### src/rtl/arm_mem_stage_if.sv
// Bundle of EX/MEM inputs, data-memory handshake and MEM/WB outputs of arm_mem_stage.
// master = the memory stage itself, slave = its surroundings (pipeline + data memory).
interface arm_mem_stage_if;
    logic        EXMEM_valid;
    logic [31:0] EXMEM_alu_result;
    logic [31:0] EXMEM_store_data;
    logic        EXMEM_mem_read;
    logic        EXMEM_mem_write;
    logic        EXMEM_byte;
    logic        EXMEM_rd_we;
    logic        EXMEM_rd_data_sel;
    logic [3:0]  EXMEM_des_reg_num;

    logic        dmem_req;
    logic        dmem_we;
    logic [31:0] dmem_addr;
    logic [31:0] dmem_wdata;
    logic [3:0]  dmem_be;
    logic [31:0] dmem_rdata;
    logic        dmem_ack;

    logic        mem_stall;
    logic        mem_timeout;

    logic [31:0] MEMWB_data_read_from_mem;
    logic [31:0] MEMWB_rd_data;
    logic        MEMWB_rd_we;
    logic        MEMWB_rd_data_sel;
    logic [3:0]  MEMWB_des_reg_num;

    modport master (
        input  EXMEM_valid, EXMEM_alu_result, EXMEM_store_data, EXMEM_mem_read,
               EXMEM_mem_write, EXMEM_byte, EXMEM_rd_we, EXMEM_rd_data_sel,
               EXMEM_des_reg_num, dmem_rdata, dmem_ack,
        output dmem_req, dmem_we, dmem_addr, dmem_wdata, dmem_be,
               mem_stall, mem_timeout,
               MEMWB_data_read_from_mem, MEMWB_rd_data, MEMWB_rd_we,
               MEMWB_rd_data_sel, MEMWB_des_reg_num
    );

    modport slave (
        output EXMEM_valid, EXMEM_alu_result, EXMEM_store_data, EXMEM_mem_read,
               EXMEM_mem_write, EXMEM_byte, EXMEM_rd_we, EXMEM_rd_data_sel,
               EXMEM_des_reg_num, dmem_rdata, dmem_ack,
        input  dmem_req, dmem_we, dmem_addr, dmem_wdata, dmem_be,
               mem_stall, mem_timeout,
               MEMWB_data_read_from_mem, MEMWB_rd_data, MEMWB_rd_we,
               MEMWB_rd_data_sel, MEMWB_des_reg_num
    );
endinterface

### src/rtl/arm_mem_stage.sv
// ARM memory-access stage + MEM/WB register: req/ack data-memory access with stall and MAX_WAIT abort.
// Define ARM_MEM_UNALIGNED_ROTATE_EN to rotate unaligned word loads (ARM LDR semantics).
module arm_mem_stage #(
    parameter int MAX_WAIT = 15
) (
    input  logic               clk,
    input  logic               rst,
    arm_mem_stage_if.master    bus
);
    localparam int CW = $clog2(MAX_WAIT + 1);

    typedef enum logic {IDLE, WAIT_ACK} state_t;

    state_t         state_q, state_d;
    logic [CW-1:0]  cnt_q, cnt_d;
    logic           timeout_q;

    logic           acc;
    logic           cnt_max;
    logic           req;
    logic           stall;
    logic           abort;
    logic [1:0]     lane;
    logic [31:0]    rot;
    logic [31:0]    load_dat;

    assign acc     = bus.EXMEM_valid & (bus.EXMEM_mem_read | bus.EXMEM_mem_write);
    assign cnt_max = (cnt_q == CW'(MAX_WAIT));
    assign lane    = bus.EXMEM_alu_result[1:0];

    always_ff @(posedge clk or posedge rst) begin
        if (rst) begin
            state_q <= IDLE;
            cnt_q   <= '0;
        end else begin
            state_q <= state_d;
            cnt_q   <= cnt_d;
        end
    end

    always_comb begin
        state_d = state_q;
        cnt_d   = cnt_q;
        case (state_q)
            IDLE: begin
                if (acc && !bus.dmem_ack) begin
                    state_d = WAIT_ACK;
                    cnt_d   = CW'(1);
                end
            end
            WAIT_ACK: begin
                if (bus.dmem_ack || cnt_max) begin
                    state_d = IDLE;
                    cnt_d   = '0;
                end else begin
                    cnt_d   = cnt_q + CW'(1);
                end
            end
            default: begin
                state_d = IDLE;
                cnt_d   = '0;
            end
        endcase
    end

    // Reset gates req/stall combinationally so an in-flight access is dropped at once.
    always_comb begin
        req   = 1'b0;
        stall = 1'b0;
        abort = 1'b0;
        case (state_q)
            IDLE: begin
                req   = acc;
                stall = acc & ~bus.dmem_ack;
            end
            WAIT_ACK: begin
                req   = 1'b1;
                stall = ~bus.dmem_ack & ~cnt_max;
                abort = ~bus.dmem_ack & cnt_max;
            end
            default: ;
        endcase
        if (rst) begin
            req   = 1'b0;
            stall = 1'b0;
            abort = 1'b0;
        end
    end

    assign bus.dmem_req    = req;
    assign bus.dmem_we     = req & bus.EXMEM_mem_write;
    assign bus.dmem_addr   = {bus.EXMEM_alu_result[31:2], 2'b00};
    assign bus.dmem_wdata  = bus.EXMEM_byte ? {4{bus.EXMEM_store_data[7:0]}} : bus.EXMEM_store_data;
    assign bus.dmem_be     = bus.EXMEM_byte ? (4'b0001 << lane) : 4'hF;
    assign bus.mem_stall   = stall;
    assign bus.mem_timeout = timeout_q;

    // Rotating right by the byte offset puts the addressed lane in bits 7:0.
    always_comb begin
        case (lane)
            2'd1:    rot = {bus.dmem_rdata[7:0],  bus.dmem_rdata[31:8]};
            2'd2:    rot = {bus.dmem_rdata[15:0], bus.dmem_rdata[31:16]};
            2'd3:    rot = {bus.dmem_rdata[23:0], bus.dmem_rdata[31:24]};
            default: rot = bus.dmem_rdata;
        endcase
    end

    always_comb begin
        if (bus.EXMEM_byte) begin
            load_dat = {24'h0, rot[7:0]};
        end else begin
`ifdef ARM_MEM_UNALIGNED_ROTATE_EN
            load_dat = rot;
`else
            load_dat = bus.dmem_rdata;
`endif
        end
    end

    always_ff @(posedge clk or posedge rst) begin
        if (rst) begin
            timeout_q <= 1'b0;
        end else if (abort) begin
            timeout_q <= 1'b1;
        end
    end

    // A stalled cycle inserts a bubble; an aborted access retires without writing.
    always_ff @(posedge clk or posedge rst) begin
        if (rst) begin
            bus.MEMWB_data_read_from_mem <= '0;
            bus.MEMWB_rd_data            <= '0;
            bus.MEMWB_rd_we              <= 1'b0;
            bus.MEMWB_rd_data_sel        <= 1'b0;
            bus.MEMWB_des_reg_num        <= '0;
        end else if (stall) begin
            bus.MEMWB_rd_we              <= 1'b0;
        end else begin
            bus.MEMWB_data_read_from_mem <= load_dat;
            bus.MEMWB_rd_data            <= bus.EXMEM_alu_result;
            bus.MEMWB_rd_we              <= bus.EXMEM_valid & bus.EXMEM_rd_we & ~abort;
            bus.MEMWB_rd_data_sel        <= bus.EXMEM_rd_data_sel;
            bus.MEMWB_des_reg_num        <= bus.EXMEM_des_reg_num;
        end
    end
endmodule

### src/flat_wrapper.sv
// flat-port wrapper written by rule: the top's interface ports become plain ports
module arm_mem_stage_flat 
#(
    parameter int MAX_WAIT = 15
)
  (clk, rst, bus_EXMEM_valid, bus_EXMEM_alu_result, bus_EXMEM_store_data, bus_EXMEM_mem_read, bus_EXMEM_mem_write, bus_EXMEM_byte, bus_EXMEM_rd_we, bus_EXMEM_rd_data_sel, bus_EXMEM_des_reg_num, bus_dmem_rdata, bus_dmem_ack, bus_dmem_req, bus_dmem_we, bus_dmem_addr, bus_dmem_wdata, bus_dmem_be, bus_mem_stall, bus_mem_timeout, bus_MEMWB_data_read_from_mem, bus_MEMWB_rd_data, bus_MEMWB_rd_we, bus_MEMWB_rd_data_sel, bus_MEMWB_des_reg_num);
  arm_mem_stage_if bus_i ();
  input  logic clk;
  input  logic rst;
  input wire logic [$bits(bus_i.EXMEM_valid)-1:0] bus_EXMEM_valid;
  input wire logic [$bits(bus_i.EXMEM_alu_result)-1:0] bus_EXMEM_alu_result;
  input wire logic [$bits(bus_i.EXMEM_store_data)-1:0] bus_EXMEM_store_data;
  input wire logic [$bits(bus_i.EXMEM_mem_read)-1:0] bus_EXMEM_mem_read;
  input wire logic [$bits(bus_i.EXMEM_mem_write)-1:0] bus_EXMEM_mem_write;
  input wire logic [$bits(bus_i.EXMEM_byte)-1:0] bus_EXMEM_byte;
  input wire logic [$bits(bus_i.EXMEM_rd_we)-1:0] bus_EXMEM_rd_we;
  input wire logic [$bits(bus_i.EXMEM_rd_data_sel)-1:0] bus_EXMEM_rd_data_sel;
  input wire logic [$bits(bus_i.EXMEM_des_reg_num)-1:0] bus_EXMEM_des_reg_num;
  input wire logic [$bits(bus_i.dmem_rdata)-1:0] bus_dmem_rdata;
  input wire logic [$bits(bus_i.dmem_ack)-1:0] bus_dmem_ack;
  output wire logic [$bits(bus_i.dmem_req)-1:0] bus_dmem_req;
  output wire logic [$bits(bus_i.dmem_we)-1:0] bus_dmem_we;
  output wire logic [$bits(bus_i.dmem_addr)-1:0] bus_dmem_addr;
  output wire logic [$bits(bus_i.dmem_wdata)-1:0] bus_dmem_wdata;
  output wire logic [$bits(bus_i.dmem_be)-1:0] bus_dmem_be;
  output wire logic [$bits(bus_i.mem_stall)-1:0] bus_mem_stall;
  output wire logic [$bits(bus_i.mem_timeout)-1:0] bus_mem_timeout;
  output wire logic [$bits(bus_i.MEMWB_data_read_from_mem)-1:0] bus_MEMWB_data_read_from_mem;
  output wire logic [$bits(bus_i.MEMWB_rd_data)-1:0] bus_MEMWB_rd_data;
  output wire logic [$bits(bus_i.MEMWB_rd_we)-1:0] bus_MEMWB_rd_we;
  output wire logic [$bits(bus_i.MEMWB_rd_data_sel)-1:0] bus_MEMWB_rd_data_sel;
  output wire logic [$bits(bus_i.MEMWB_des_reg_num)-1:0] bus_MEMWB_des_reg_num;
  assign bus_i.EXMEM_valid = bus_EXMEM_valid;
  assign bus_i.EXMEM_alu_result = bus_EXMEM_alu_result;
  assign bus_i.EXMEM_store_data = bus_EXMEM_store_data;
  assign bus_i.EXMEM_mem_read = bus_EXMEM_mem_read;
  assign bus_i.EXMEM_mem_write = bus_EXMEM_mem_write;
  assign bus_i.EXMEM_byte = bus_EXMEM_byte;
  assign bus_i.EXMEM_rd_we = bus_EXMEM_rd_we;
  assign bus_i.EXMEM_rd_data_sel = bus_EXMEM_rd_data_sel;
  assign bus_i.EXMEM_des_reg_num = bus_EXMEM_des_reg_num;
  assign bus_i.dmem_rdata = bus_dmem_rdata;
  assign bus_i.dmem_ack = bus_dmem_ack;
  assign bus_dmem_req = bus_i.dmem_req;
  assign bus_dmem_we = bus_i.dmem_we;
  assign bus_dmem_addr = bus_i.dmem_addr;
  assign bus_dmem_wdata = bus_i.dmem_wdata;
  assign bus_dmem_be = bus_i.dmem_be;
  assign bus_mem_stall = bus_i.mem_stall;
  assign bus_mem_timeout = bus_i.mem_timeout;
  assign bus_MEMWB_data_read_from_mem = bus_i.MEMWB_data_read_from_mem;
  assign bus_MEMWB_rd_data = bus_i.MEMWB_rd_data;
  assign bus_MEMWB_rd_we = bus_i.MEMWB_rd_we;
  assign bus_MEMWB_rd_data_sel = bus_i.MEMWB_rd_data_sel;
  assign bus_MEMWB_des_reg_num = bus_i.MEMWB_des_reg_num;
  arm_mem_stage #(.MAX_WAIT(MAX_WAIT)) u_core (.clk(clk), .rst(rst), .bus(bus_i));
endmodule
### config.mk
export PLATFORM = sky130hd
export DESIGN_NAME = arm_mem_stage_flat
export DESIGN_NICKNAME = d
export VERILOG_FILES = /design/src/rtl/arm_mem_stage_if.sv /design/src/rtl/arm_mem_stage.sv /design/src/flat_wrapper.sv
export SDC_FILE = /design/constraint.sdc
export NUM_CORES = 1
export LEC_CHECK = 0
export CAP_MARGIN = 20
export CORE_MARGIN = 2
export CORE_UTILIZATION = 30
export CTS_CLUSTER_SIZE = 30
export DETAILED_ROUTE_END_ITERATION = 8
export GPL_TIMING_DRIVEN = 0
export PLACE_DENSITY = 0.7
export SYNTH_ARGS = -nofsm -noshare
export SYNTH_HDL_FRONTEND = slang
export SYNTH_SLANG_ARGS = --single-unit
### constraint.sdc
create_clock -name clk -period 4 [get_ports clk]
set_input_delay 0.8 -clock clk [delete_from_list [all_inputs] [get_ports clk]]
set_output_delay 0.8 -clock clk [all_outputs]
set_load 0.05 [all_outputs]
==> impl_results.html, run 1 <==
<table>
<tr><th>Metric</th><th>Value</th></tr>
<tr><th colspan="2">STA</th></tr>
<tr><td>Setup repair after global routing missed its margin</td><td>no</td></tr>
<tr><td>Clock period minus final worst setup slack</td><td>3.91 ns</td></tr>
<tr><td>Fin. max-slew vios</td><td>0</td></tr>
<tr><td>Share of the clock period used by the worst path after layout</td><td>97.6%</td></tr>
<tr><td>Number of hold violations in the final report</td><td>0</td></tr>
<tr><td>Slew @ Worst Pin</td><td>0.584 ns</td></tr>
<tr><td>Setup TNS Final</td><td>0 ns</td></tr>
<tr><td>Max Fclk</td><td>0.256 GHz</td></tr>
<tr><td>Hold slack final</td><td>0.464 ns</td></tr>
<tr><td>Slew headroom</td><td>61.0%</td></tr>
<tr><td>Final count of negative-setup-slack endpoints</td><td>0</td></tr>
<tr><td>Clock Skews</td><td>0.00498 ns</td></tr>
<tr><th colspan="2">Place</th></tr>
<tr><td>Post-detailed-placement cell area</td><td>0.00661 sq mm</td></tr>
<tr><td>Dpl hpwl</td><td>11000 um</td></tr>
<tr><td>Port Buffers</td><td>247</td></tr>
<tr><td>GP Congestion</td><td>0.849</td></tr>
<tr><th colspan="2">Finish</th></tr>
<tr><td>Ratio of cells with drive above 1 in the final layout</td><td>13.8%</td></tr>
<tr><td>Cell area after layout</td><td>0.00691 sq mm</td></tr>
<tr><td>Number of nets in the finished design</td><td>764</td></tr>
<tr><td>Area of the multi-input gates</td><td>0.00146 sq mm</td></tr>
<tr><td>Synthesis-to-layout area growth</td><td>77.8%</td></tr>
<tr><td>Footprint of the flip-flops and latches</td><td>0.00190 sq mm</td></tr>
<tr><td>Antenna diode count</td><td>0</td></tr>
<tr><td>Final-layout fill cell count</td><td>1177</td></tr>
<tr><th colspan="2">Clocking</th></tr>
<tr><td>CTS buffer count</td><td>9</td></tr>
<tr><td>Clock tree buffer depth</td><td>2</td></tr>
<tr><td>CTS clk-pin slew, worst paths</td><td>0.05 ns</td></tr>
<tr><td>Clock Sinks</td><td>76</td></tr>
<tr><td>Insertion delay to the later sink of the worst-skew pair</td><td>0.33 ns</td></tr>
<tr><td>Total setup buffers inserted after CTS</td><td>0</td></tr>
<tr><td>CTS tree</td><td>done</td></tr>
<tr><td>H-tree lvl count</td><td>3</td></tr>
<tr><td>Clock root buffer</td><td>clkbuf_16</td></tr>
<tr><th colspan="2">Hold path</th></tr>
<tr><td>Class of the most critical hold timing path</td><td>reg2reg</td></tr>
<tr><th colspan="2">Logic synthesis</th></tr>
<tr><td>Yosys top cell area share</td><td>48.9%</td></tr>
<tr><td>Register area share after synthesis</td><td>48.9%</td></tr>
<tr><td>Average instance area after synthesis</td><td>9.86 sq um</td></tr>
<tr><td>Post-Synthesis Cell Area</td><td>0.00389 sq mm</td></tr>
<tr><td>Number of instances in the synthesized netlist</td><td>394</td></tr>
<tr><td>Main area contributors after synthesis</td><td>dfrtp_1 49%, o21ai_0 8.5%, buf_4 8.1%</td></tr>
<tr><td>Yosys cell types</td><td>27</td></tr>
<tr><td>Number of synthesized register bits</td><td>76</td></tr>
<tr><td>Leading area contributor after synthesis</td><td>dfrtp_1</td></tr>
<tr><td>Synth warnings</td><td>0</td></tr>
<tr><th colspan="2">Floorplan</th></tr>
<tr><td>FP Rows</td><td>41</td></tr>
<tr><td>Chip Height</td><td>118 um</td></tr>
<tr><td>Floorplan core area</td><td>0.0126 sq mm</td></tr>
<tr><td>Horizontal extent of the die</td><td>118 um</td></tr>
<tr><td>Starting density of the core</td><td>30.8%</td></tr>
<tr><td>Number of I/O pins</td><td>251</td></tr>
<tr><td>DIE AREA</td><td>0.0139 sq mm</td></tr>
<tr><th colspan="2">Power</th></tr>
<tr><td>Overall power consumption</td><td>2.57 mW</td></tr>
<tr><td>Comb power frac</td><td>35.5%</td></tr>
<tr><td>Total power density per cell area</td><td>372 mW/mm^2</td></tr>
<tr><td>Switching power as a share of total power</td><td>34.6%</td></tr>
<tr><td>Maximum vdd ir drop</td><td>0.000205 V</td></tr>
<tr><td>Portion of total power attributed to sequential cells</td><td>33.8%</td></tr>
<tr><td>Int Pwr</td><td>1.68 mW</td></tr>
<tr><td>Switching power summed over all nets</td><td>889 uW</td></tr>
<tr><td>Portion of total power attributed to the clock network</td><td>30.7%</td></tr>
<tr><td>Leakage power summed over all cells</td><td>3.05 nW</td></tr>
<tr><th colspan="2">GRT</th></tr>
<tr><td>Overall Global Routing Usage</td><td>19.1%</td></tr>
<tr><td>Largest net degree at the start of global routing</td><td>58</td></tr>
<tr><td>GRT overflow</td><td>0</td></tr>
<tr><td>First-pass GRT wire length</td><td>20700 um</td></tr>
<tr><td>Initial antenna violation count</td><td>0</td></tr>
<tr><td>Via count of the first global-routing pass</td><td>3864</td></tr>
<tr><th colspan="2">Routing</th></tr>
<tr><td>Vias after detailed routing</td><td>3771</td></tr>
<tr><td>First-pass iteration count of the detailed router</td><td>4</td></tr>
<tr><td>Average vias per placed instance</td><td>4.54</td></tr>
<tr><td>WL/cell</td><td>16.1 um</td></tr>
<tr><td>Initial detailed-routing violation count</td><td>152</td></tr>
<tr><td>Number of remaining DRC errors</td><td>0</td></tr>
<tr><td>Number of antenna-violating nets in the routed design</td><td>0</td></tr>
<tr><td>Final wirelength</td><td>13400 um</td></tr>
<tr><th colspan="2">Setup path</th></tr>
<tr><td>Critical Setup Path Class</td><td>in2out</td></tr>
<tr><td>Critical Path AT</td><td>3.11 ns</td></tr>
<tr><td>Kind of start point of the critical path</td><td>input pin</td></tr>
<tr><td>Critical path data required time</td><td>3.20 ns</td></tr>
<tr><td>Crit path max fanout</td><td>10</td></tr>
<tr><td>Endpoint kind of the worst setup timing path</td><td>output port</td></tr>
<tr><th colspan="2">Run status</th></tr>
<tr><td>Result of the run</td><td>finished clean</td></tr>
<tr><th colspan="2">Flow run</th></tr>
<tr><td>Total of max-cap violations</td><td>0</td></tr>
</table>
[cell type report]
class / instances / area share [%]
repair buffers: 248 / 36.4
clock inverters: 2 / 0.507
plain buffers: 63 / 6.05
flip-flops and latches: 76 / 27.5
multi-input cells: 227 / 21.2
clock buffers: 13 / 3.62
inverters: 29 / 1.61
well taps: 172 / 3.11
[layer usage]
layer	track usage [%]	wire length (um)	vias to the layer above
li1	-	-	1801
met3	7.46	1370	19
met2	34.4	6830	183
met4	6.93	293	0
met5	0	0	-
met1	20.0	4900	1768
[Yosys cell counts, drive strengths merged]
cell type  count
o22ai          1
o21ai         66
buf           50
a41o           1
mux2          35
a211oi         1
clkbuf        13
o21a           1
mux2i          8
nor2           6
a21oi          2
inv           29
xor2           1
a32o           1
nand2         46
nand3         11
dfrtp         76
o221ai         8
ha             1
conb           1
nand2b        26
o22a           8
or3            1
and2           1
[through the flow]
step,utilization (%),std cells,worst slack [ns]
finish,54.7,830,0.0942
global route,54.7,830,0.00355
CTS,54.5,830,0.00594
detailed placement,52.4,815,-0.168
global placement,52.1,814,-0.172
floorplan,-,395,0.661
[power groups by stage]
stage | Combinational [mW] | Sequential (mW) | Clock, mW
2_1_floorplan | 0.334 | 1.09 | 0
3_3_place_gp | 0.912 | 0.879 | 0
3_5_place_dp | 0.924 | 0.883 | 0
4_1_cts | 0.921 | 0.870 | 0.814
5_1_grt | 0.954 | 0.878 | 0.843
6_report | 0.911 | 0.870 | 0.790
[final timing paths]
| kind | to | cells past startpoint | start | slack [ns] |
|---|---|---|---|---|
| setup / recovery | bus_dmem_wdata[21] | 6 | bus_EXMEM_byte | 0.09 |
| hold / removal | u_core.bus.mem_timeout | 1 | u_core.bus.mem_timeout | 0.46 |
| setup reg to reg | u_core.bus.MEMWB_rd_data[30] | 6 | u_core.cnt_q[0] | 1.76 |
| hold reg to reg | u_core.bus.mem_timeout | 1 | u_core.bus.mem_timeout | 0.46 |
| max in group asynchronous | u_core.bus.MEMWB_data_read_from_mem[0] | 3 | rst | 2.52 |
| min in group asynchronous | u_core.bus.MEMWB_rd_we | 2 | rst | 0.90 |
[flip-flops by register name (all words and copies together), names as in the netlist]
name	count
u_core.state_q	1
u_core.bus.MEMWB_rd_data	32
u_core.bus.MEMWB_rd_we	1
u_core.bus.MEMWB_des_reg_num	4
u_core.bus.mem_timeout	1
u_core.bus.MEMWB_data_read_from_mem	32
u_core.cnt_q	4
u_core.bus.MEMWB_rd_data_sel	1
[critical path: stages]
cell and delay, ns:
clkdlybuf4s50_1 0.58, clkbuf_1 0.33, clkbuf_2 0.31, nand2_1 0.14
o21ai_0 0.11, clkdlybuf4s50_1 0.83
[cell usage in the layout (no fill, tap or decap), drive strengths merged, types with 2 or more instances in the layout]
cell type      netlist  final
o22a                 8      8
clkdlybuf4s50        0    228
nand3               11     11
dfrtp               76     76
o21ai               66     66
o221ai               8      8
dlymetal6s2s         0     10
nand2               46     46
buf                 50     51
mux2                35     35
clkbuf              13     26
mux2i                8      8
conb                 1      2
a21oi                2      2
inv                 29     29
nand2b              26     26
dlygate4sd2          0      8
nor2                 6      6
[cell families after synthesis]
| logic type | synth area share, % |
|---|---|
| adders and majority gates | 0.322 |
| and+or+nand+nor | 10.9 |
| DFF | 48.9 |
| other | 0.0965 |
| AOI/OAI and AO/OA | 13.7 |
| buffers and inverters | 13.5 |
| muxes | 12.2 |
| xor gates and xnor gates | 0.225 |
[timing repair]
| item | 4_1_cts | 5_1_grt |
|---|---|---|
| hold buffers | 0 | 0 |
| endpoints found under the setup margin | 19 | 11 |
| resized for setup | 10 | 11 |
No activity file was read; power rests on OpenSTA's default activity.
==> inputs of run 2 (changes only) <==
--- a/config.mk
+++ b/config.mk
@@ -11,7 +11,7 @@
 export CTS_CLUSTER_SIZE = 30
 export DETAILED_ROUTE_END_ITERATION = 8
 export GPL_TIMING_DRIVEN = 0
-export PLACE_DENSITY = 0.7
+export PLACE_DENSITY = 0.73
 export SYNTH_ARGS = -nofsm -noshare
 export SYNTH_HDL_FRONTEND = slang
 export SYNTH_SLANG_ARGS = --single-unit
==> constraint.sdc (replaced) <==
create_clock -name clk -period 3.4 [get_ports clk]
set_input_delay 0.68 -clock clk [delete_from_list [all_inputs] [get_ports clk]]
set_output_delay 0.68 -clock clk [all_outputs]
set_load 0.05 [all_outputs]
==> impl_results.html, run 2 (synthesis gave the netlist of run 1 again) <==
<table>
<tr><th>Metric</th><th>Value</th></tr>
<tr><th colspan="2">Routing</th></tr>
<tr><td>Average vias per placed instance</td><td>4.54 (-0.16%)</td></tr>
<tr><td>Vias after detailed routing</td><td>3774 (+0.080%)</td></tr>
<tr><td>Number of remaining DRC errors</td><td>0 (unchanged)</td></tr>
<tr><td>Initial detailed-routing violation count</td><td>152 (unchanged)</td></tr>
<tr><td>WL/cell</td><td>16.1 um (-0.44%)</td></tr>
<tr><td>Final wirelength</td><td>13400 um (-0.20%)</td></tr>
<tr><td>First-pass iteration count of the detailed router</td><td>4 (unchanged)</td></tr>
<tr><td>Number of antenna-violating nets in the routed design</td><td>0 (unchanged)</td></tr>
<tr><th colspan="2">Power</th></tr>
<tr><td>Total power density per cell area</td><td>470 mW/mm^2 (+26%)</td></tr>
<tr><td>Leakage power summed over all cells</td><td>2.99 nW (-1.8%)</td></tr>
<tr><td>Switching power summed over all nets</td><td>1.06 mW (+20%)</td></tr>
<tr><td>Maximum vdd ir drop</td><td>0.000259 V (+27%)</td></tr>
<tr><td>Overall power consumption</td><td>3.24 mW (+26%)</td></tr>
<tr><td>Int Pwr</td><td>2.18 mW (+30%)</td></tr>
<tr><td>Comb power frac</td><td>32.7% (-2.8 points)</td></tr>
<tr><td>Portion of total power attributed to the clock network</td><td>35.8% (+5.1 points)</td></tr>
<tr><td>Portion of total power attributed to sequential cells</td><td>31.5% (-2.3 points)</td></tr>
<tr><td>Switching power as a share of total power</td><td>32.8% (-1.8 points)</td></tr>
<tr><th colspan="2">Setup path</th></tr>
<tr><td>Critical path data required time</td><td>2.72 ns (-0.48 ns)</td></tr>
<tr><td>Critical Setup Path Class</td><td>in2out</td></tr>
<tr><td>Worst setup path start</td><td>bus_dmem_ack</td></tr>
<tr><td>Startpoint of the worst register-to-register path</td><td>u_core.cnt_q[0]</td></tr>
<tr><td>Endpoint kind of the worst setup timing path</td><td>output port</td></tr>
<tr><td>Critical Path AT</td><td>2.57 ns (-0.54 ns)</td></tr>
<tr><td>Kind of start point of the critical path</td><td>input pin</td></tr>
<tr><td>Crit path max fanout</td><td>10 (unchanged)</td></tr>
<tr><th colspan="2">Place</th></tr>
<tr><td>Port Buffers</td><td>247 (unchanged)</td></tr>
<tr><td>GP Congestion</td><td>0.840 (-1.1%)</td></tr>
<tr><td>Dpl hpwl</td><td>11000 um (+0.37%)</td></tr>
<tr><th colspan="2">Finish</th></tr>
<tr><td>Antenna diode count</td><td>0 (unchanged)</td></tr>
<tr><td>Synthesis-to-layout area growth</td><td>77.6%</td></tr>
<tr><td>Ratio of cells with drive above 1 in the final layout</td><td>18.5% (+4.7 points)</td></tr>
<tr><td>Largest registers</td><td>u_core.bus.MEMWB_data_read_from_mem: 32 flops, u_core.bus.MEMWB_rd_data: 32 flops</td></tr>
<tr><td>Area of the multi-input gates</td><td>0.00146 sq mm (unchanged)</td></tr>
<tr><td>Commonest non-fill, non-tap cells in the layout</td><td>218 x clkdlybuf4s50_1, 76 x dfrtp_1, 66 x o21ai_0</td></tr>
<tr><td>Footprint of the flip-flops and latches</td><td>0.00190 sq mm (unchanged)</td></tr>
<tr><td>Most common cell after layout, fill and taps aside</td><td>clkdlybuf4s50_1</td></tr>
<tr><td>Final-layout fill cell count</td><td>1169 (-0.68%)</td></tr>
<tr><td>Number of nets in the finished design</td><td>765 (+0.13%)</td></tr>
<tr><th colspan="2">Floorplan</th></tr>
<tr><td>Horizontal extent of the die</td><td>118 um (unchanged)</td></tr>
<tr><td>DIE AREA</td><td>0.0139 sq mm (unchanged)</td></tr>
<tr><td>Starting density of the core</td><td>30.8% (unchanged)</td></tr>
<tr><td>Number of I/O pins</td><td>251 (unchanged)</td></tr>
<tr><td>Floorplan core area</td><td>0.0126 sq mm (unchanged)</td></tr>
<tr><td>Chip Height</td><td>118 um (unchanged)</td></tr>
<tr><td>FP Rows</td><td>41 (unchanged)</td></tr>
<tr><th colspan="2">Hold path</th></tr>
<tr><td>Class of the most critical hold timing path</td><td>reg2reg</td></tr>
<tr><td>Hold path start</td><td>u_core.bus.MEMWB_data_read_from_mem[19]</td></tr>
<tr><th colspan="2">GRT</th></tr>
<tr><td>Most Used Layer, Global Route</td><td>met2</td></tr>
<tr><td>Overall Global Routing Usage</td><td>19.0% (-0.034 points)</td></tr>
<tr><td>Met1 Use GR</td><td>20.9% (+0.88 points)</td></tr>
<tr><td>Routing usage on met2</td><td>34.3% (-0.073 points)</td></tr>
<tr><td>GR Layer Usage met3</td><td>6.78% (-0.68 points)</td></tr>
<tr><td>Largest net degree at the start of global routing</td><td>49 (-16%)</td></tr>
<tr><td>Via count of the first global-routing pass</td><td>3924 (+1.6%)</td></tr>
<tr><td>GRT overflow</td><td>0 (unchanged)</td></tr>
<tr><td>First-pass GRT wire length</td><td>20700 um (-0.27%)</td></tr>
<tr><td>Initial antenna violation count</td><td>0 (unchanged)</td></tr>
<tr><th colspan="2">STA</th></tr>
<tr><td>Slew headroom</td><td>60.5% (-0.44 points)</td></tr>
<tr><td>Hold slack final</td><td>0.477 ns (+0.0130 ns)</td></tr>
<tr><td>Share of the clock period used by the worst path after layout</td><td>95.6%</td></tr>
<tr><td>Max Fclk</td><td>0.308 GHz</td></tr>
<tr><td>Clock Skews</td><td>0.00707 ns (+0.00209 ns)</td></tr>
<tr><td>Slew @ Worst Pin</td><td>0.590 ns (+0.00653 ns)</td></tr>
<tr><td>Fin. max-slew vios</td><td>0 (unchanged)</td></tr>
<tr><td>Number of hold violations in the final report</td><td>0 (unchanged)</td></tr>
<tr><td>Clock period minus final worst setup slack</td><td>3.25 ns</td></tr>
<tr><td>Setup repair after global routing missed its margin</td><td>no</td></tr>
<tr><td>Final count of negative-setup-slack endpoints</td><td>0 (unchanged)</td></tr>
<tr><th colspan="2">Clocking</th></tr>
<tr><td>H-tree lvl count</td><td>3 (unchanged)</td></tr>
<tr><td>Clock root buffer</td><td>clkbuf_16</td></tr>
<tr><td>Number of buffers added to fix hold violations after cts</td><td>0 (unchanged)</td></tr>
<tr><td>Clock Sinks</td><td>76 (unchanged)</td></tr>
<tr><td>CTS clk-pin slew, worst paths</td><td>0.06 ns (about the same)</td></tr>
<tr><td>Insertion delay to the later sink of the worst-skew pair</td><td>0.33 ns (about the same)</td></tr>
<tr><td>CTS tree</td><td>done</td></tr>
<tr><td>Clock tree buffer depth</td><td>2 (unchanged)</td></tr>
<tr><td>CTS buffer count</td><td>9 (unchanged)</td></tr>
<tr><th colspan="2">Run status</th></tr>
<tr><td>Result of the run</td><td>finished clean</td></tr>
<tr><th colspan="2">Flow run</th></tr>
<tr><td>Total of max-cap violations</td><td>0 (unchanged)</td></tr>
</table>
[run 2: what timing repair did]
item | in CTS | in global routing
setup buffers | 1 | 0
endpoints found under the setup margin | 29 | 24
resized for setup | 51 | 55
pin swaps | 1 | 0
[run 2: cell type report]
type / count / share of cell area, %
Clock inverter: 3 / 1.31
Inverter: 29 / 1.61
Buffer: 63 / 6.07
Clock buffer: 13 / 4.06
Sequential cell: 76 / 27.6
Multi-Input combinational cell: 227 / 21.2
Timing Repair Buffer: 249 / 35.1
Tap cell: 172 / 3.12
[run 2: power groups by stage]
| stage | Combinational [mW] | Sequential [mW] | Clock (mW) |
|---|---|---|---|
| 3_5_place_dp | 1.09 | 1.04 | 0 |
| 5_1_grt | 1.11 | 1.03 | 1.23 |
| 3_3_place_gp | 1.07 | 1.03 | 0 |
| 4_1_cts | 1.07 | 1.02 | 1.19 |
| 6_report | 1.06 | 1.02 | 1.16 |
| 2_1_floorplan | 0.393 | 1.28 | 0 |
[run 2: worst max-delay path: stages]
cell and delay, ns:
clkdlybuf4s50_1 0.45, a41o_1 0.26, a211oi_4 0.29, buf_6 0.20
buf_2 0.27, clkdlybuf4s15_2 0.41
[run 2: final timing paths]
path                                                      endpoint  slack (ns)  depth (start not counted)
min in group asynchronous                           u_core.state_q        0.85                          2
max in group asynchronous  u_core.bus.MEMWB_data_read_from_mem[18]        1.99                          3
hold / removal             u_core.bus.MEMWB_data_read_from_mem[19]        0.48                          2
hold reg to reg            u_core.bus.MEMWB_data_read_from_mem[19]        0.48                          2
setup reg to reg            u_core.bus.MEMWB_data_read_from_mem[2]        1.26                          6
setup / recovery                                     bus_mem_stall        0.15                          6
[run 2: per-layer routing]
layer  up-vias  routed length [um]
li1       1802                   -
met1      1781                5130
met2       177                6880
met3        14                1140
met4         0                 217
met5         -                   0
[run 2: metrics by stage]
stage	std cells	util, %	TNS (ns)	instance area, sq um	setup WS (ns)
CTS	832	55.2	0	6970	0.00993
global placement	814	52.1	-53.59	6580	-0.572
detailed placement	815	52.4	-10.63	6610	-0.524
finish	832	54.7	0	6900	0.148
global route	832	54.7	0	6900	0.0531
floorplan	395	-	0	3890	0.301
==> inputs of run 3 (changes only) <==
--- a/config.mk
+++ b/config.mk
@@ -5,8 +5,6 @@
 export SDC_FILE = /design/constraint.sdc
 export NUM_CORES = 1
 export LEC_CHECK = 0
-export CAP_MARGIN = 20
-export CORE_MARGIN = 2
 export CORE_UTILIZATION = 30
 export CTS_CLUSTER_SIZE = 30
 export DETAILED_ROUTE_END_ITERATION = 8
==> impl_results.html, run 3 (synthesis gave the netlist of run 1 again) <==
<table>
<tr><th>Metric</th><th>Value</th></tr>
<tr><th colspan="2">Finish</th></tr>
<tr><td>Cell Count, Final, Fillers Out</td><td>832 (unchanged)</td></tr>
<tr><td>Antenna diode count</td><td>0 (unchanged)</td></tr>
<tr><td>Footprint of the flip-flops and latches</td><td>0.00190 sq mm (unchanged)</td></tr>
<tr><td>Area of the multi-input gates</td><td>0.00146 sq mm (unchanged)</td></tr>
<tr><td>Synthesis-to-layout area growth</td><td>75.7%</td></tr>
<tr><td>Commonest non-fill, non-tap cells in the layout</td><td>218 x clkdlybuf4s50_1, 76 x dfrtp_1, 66 x o21ai_0</td></tr>
<tr><td>Ratio of cells with drive above 1 in the final layout</td><td>18.0% (-0.45 points)</td></tr>
<tr><td>Largest registers</td><td>u_core.bus.MEMWB_data_read_from_mem: 32 flops, u_core.bus.MEMWB_rd_data: 32 flops</td></tr>
<tr><td>Most common cell after layout, fill and taps aside</td><td>clkdlybuf4s50_1</td></tr>
<tr><td>Share of the core filled with cells</td><td>54.1% (-0.59 points)</td></tr>
<tr><td>Cell area after layout</td><td>0.00683 sq mm (-1.1%)</td></tr>
<tr><td>Final-layout fill cell count</td><td>1160 (-0.77%)</td></tr>
<tr><td>Number of nets in the finished design</td><td>766 (+0.13%)</td></tr>
<tr><th colspan="2">GRT</th></tr>
<tr><td>Most Used Layer, Global Route</td><td>met2</td></tr>
<tr><td>Largest net degree at the start of global routing</td><td>42 (-14%)</td></tr>
<tr><td>First-pass GRT wire length</td><td>19900 um (-3.6%)</td></tr>
<tr><td>Met1 Use GR</td><td>20.8% (-0.074 points)</td></tr>
<tr><td>Via count of the first global-routing pass</td><td>3843 (-2.1%)</td></tr>
<tr><td>Overall Global Routing Usage</td><td>20.0% (+1.0 points)</td></tr>
<tr><td>Routing usage on met2</td><td>35.1% (+0.78 points)</td></tr>
<tr><td>GR Layer Usage met3</td><td>8.68% (+1.9 points)</td></tr>
<tr><td>GRT overflow</td><td>0 (unchanged)</td></tr>
<tr><td>Initial antenna violation count</td><td>0 (unchanged)</td></tr>
<tr><th colspan="2">STA</th></tr>
<tr><td>Share of the clock period used by the worst path after layout</td><td>96.7% (+1.1 points)</td></tr>
<tr><td>Fin. max-slew vios</td><td>0 (unchanged)</td></tr>
<tr><td>Number of hold violations in the final report</td><td>0 (unchanged)</td></tr>
<tr><td>Clock period minus final worst setup slack</td><td>3.29 ns (+0.0360 ns)</td></tr>
<tr><td>Slew headroom</td><td>59.9% (-0.66 points)</td></tr>
<tr><td>Slew @ Worst Pin</td><td>0.600 ns (+0.00988 ns)</td></tr>
<tr><td>Setup repair after global routing missed its margin</td><td>no</td></tr>
<tr><td>Final count of negative-setup-slack endpoints</td><td>0 (unchanged)</td></tr>
<tr><td>Clock Skews</td><td>0.0102 ns (+0.00314 ns)</td></tr>
<tr><td>Hold slack final</td><td>0.478 ns (+0.00122 ns)</td></tr>
<tr><td>Max Fclk</td><td>0.304 GHz (-1.1%)</td></tr>
<tr><th colspan="2">Clocking</th></tr>
<tr><td>Clock tree buffer depth</td><td>2 (unchanged)</td></tr>
<tr><td>Insertion delay to the later sink of the worst-skew pair</td><td>0.33 ns (about the same)</td></tr>
<tr><td>CTS clk-pin slew, worst paths</td><td>0.05 ns (about the same)</td></tr>
<tr><td>CTS buffer count</td><td>9 (unchanged)</td></tr>
<tr><td>H-tree lvl count</td><td>3 (unchanged)</td></tr>
<tr><td>Clock Sinks</td><td>76 (unchanged)</td></tr>
<tr><td>CTS tree</td><td>done</td></tr>
<tr><td>Clock root buffer</td><td>clkbuf_16</td></tr>
<tr><th colspan="2">Place</th></tr>
<tr><td>Post-detailed-placement cell area</td><td>0.00660 sq mm (-0.11%)</td></tr>
<tr><td>Port Buffers</td><td>247 (unchanged)</td></tr>
<tr><td># placed instances</td><td>815 (unchanged)</td></tr>
<tr><td>Dpl hpwl</td><td>11100 um (+0.44%)</td></tr>
<tr><td>GP Congestion</td><td>0.930 (+11%)</td></tr>
<tr><th colspan="2">Power</th></tr>
<tr><td>Switching power summed over all nets</td><td>1.06 mW (-0.23%)</td></tr>
<tr><td>Maximum vdd ir drop</td><td>0.000201 V (-22%)</td></tr>
<tr><td>Switching power as a share of total power</td><td>34.5% (+1.7 points)</td></tr>
<tr><td>Portion of total power attributed to sequential cells</td><td>33.2% (+1.7 points)</td></tr>
<tr><td>Leakage power summed over all cells</td><td>2.97 nW (-0.81%)</td></tr>
<tr><td>Portion of total power attributed to the clock network</td><td>32.2% (-3.6 points)</td></tr>
<tr><td>Comb power frac</td><td>34.6% (+1.9 points)</td></tr>
<tr><td>Overall power consumption</td><td>3.07 mW (-5.2%)</td></tr>
<tr><td>Total power density per cell area</td><td>450 mW/mm^2 (-4.2%)</td></tr>
<tr><td>Int Pwr</td><td>2.01 mW (-7.6%)</td></tr>
<tr><th colspan="2">Flow run</th></tr>
<tr><td>Total of max-cap violations</td><td>0 (unchanged)</td></tr>
<tr><th colspan="2">Floorplan</th></tr>
<tr><td>Number of I/O pins</td><td>251 (unchanged)</td></tr>
<tr><td>DIE AREA</td><td>0.0134 sq mm (-3.4%)</td></tr>
<tr><td>Chip Height</td><td>116 um (-1.7%)</td></tr>
<tr><td>FP Rows</td><td>41 (unchanged)</td></tr>
<tr><td>Horizontal extent of the die</td><td>116 um (-1.7%)</td></tr>
<tr><td>Starting density of the core</td><td>30.8% (unchanged)</td></tr>
<tr><td>Floorplan core area</td><td>0.0126 sq mm (unchanged)</td></tr>
<tr><th colspan="2">Setup path</th></tr>
<tr><td>Endpoint kind of the worst setup timing path</td><td>output port</td></tr>
<tr><td>Critical Path AT</td><td>2.61 ns (+0.04 ns)</td></tr>
<tr><td>Critical path data required time</td><td>2.72 ns (about the same)</td></tr>
<tr><td>Crit path max fanout</td><td>10 (unchanged)</td></tr>
<tr><td>Critical Setup Path Class</td><td>in2out</td></tr>
<tr><td>Flop2flop setup slack</td><td>1.34 ns (+0.08 ns)</td></tr>
<tr><td>Cell with the biggest individual delay on the critical path</td><td>clkdlybuf4s50_1</td></tr>
<tr><td>Family of cells with the greatest summed delay on the critical path</td><td>buffers and inverters</td></tr>
<tr><td>CP Buf/Inv Count</td><td>4 (unchanged)</td></tr>
<tr><td>Kind of start point of the critical path</td><td>input pin</td></tr>
<tr><td>Delay of the slowest cell on the worst path</td><td>0.56 ns (+0.11 ns)</td></tr>
<tr><td>Critical Path, Cell by Cell</td><td>clkdlybuf4s50_1 &gt; clkbuf_1 &gt; clkbuf_2 &gt; nand2_1 &gt; o21ai_0 &gt; clkdlybuf4s15_1</td></tr>
<tr><th colspan="2">Routing</th></tr>
<tr><td>Average vias per placed instance</td><td>4.60 (+1.4%)</td></tr>
<tr><td>Number of antenna-violating nets in the routed design</td><td>0 (unchanged)</td></tr>
<tr><td>Vias after detailed routing</td><td>3826 (+1.4%)</td></tr>
<tr><td>First-pass iteration count of the detailed router</td><td>4 (unchanged)</td></tr>
<tr><td>Initial detailed-routing violation count</td><td>181 (+19%)</td></tr>
<tr><td>WL/cell</td><td>16.1 um (+0.45%)</td></tr>
<tr><td>Number of remaining DRC errors</td><td>0 (unchanged)</td></tr>
<tr><td>Final wirelength</td><td>13400 um (+0.45%)</td></tr>
<tr><th colspan="2">Hold path</th></tr>
<tr><td>Class of the most critical hold timing path</td><td>reg2reg</td></tr>
<tr><th colspan="2">Run status</th></tr>
<tr><td>Result of the run</td><td>finished clean</td></tr>
</table>
## run 3: worst reg2reg max path: stages, from the launching register on
cell and delay, ns:
dfrtp_1 0.40, ha_1 0.26, a41o_1 0.27, a211oi_4 0.29
buf_6 0.20, buf_6 0.17, mux2_1 0.34
## run 3: power by group through the flow
stage,registers (mW),logic [mW],clock network (mW)
2_1_floorplan,1.28,0.393,0
3_3_place_gp,1.03,1.07,0
3_5_place_dp,1.04,1.09,0
4_1_cts,1.02,1.07,1.02
5_1_grt,1.03,1.11,1.06
6_report,1.02,1.06,0.989
## run 3: layout make-up
| class | count | share of cell area [%] |
|---|---|---|
| multi-input combinational | 227 | 21.4 |
| inverter | 29 | 1.63 |
| sequential | 76 | 27.9 |
| clock inverter | 6 | 1.17 |
| tap | 172 | 3.15 |
| timing repair buffer | 250 | 35.3 |
| clock buffer | 9 | 3.30 |
| buffer | 63 | 6.14 |
## run 3: final timing paths
kind,to,depth (start not counted),from
min in group asynchronous,u_core.bus.MEMWB_rd_data[17],2,rst
min,u_core.bus.mem_timeout,1,u_core.bus.mem_timeout
min reg2reg,u_core.bus.mem_timeout,1,u_core.bus.mem_timeout
max in group asynchronous,u_core.bus.MEMWB_data_read_from_mem[20],3,rst
max reg2reg,u_core.bus.MEMWB_rd_data_sel,6,u_core.cnt_q[0]
max,bus_dmem_wdata[18],6,bus_EXMEM_byte
## run 3: what timing repair did
item,4_1_cts,5_1_grt
gates resized for setup,44,57
setup endpoints to repair,29,22
hold buffers,0,0
buffers inserted,0,2
pin swaps,1,1
## run 3: per-layer routing
metal  vias up  routed length [um]
li1       1804                   -
met1      1784                4910
met2       211                6620
met3        27                1480
met4         0                 410
met5         -                   0
## run 3: stage by stage
stage / setup TNS, ns / setup slack (ns)
after CTS: 0 / 0.0114
final: 0 / 0.112
after floorplan: 0 / 0.301
after detailed placement: -10.61 / -0.498
after global placement: -48.83 / -0.512
after global routing: 0 / 0.00109
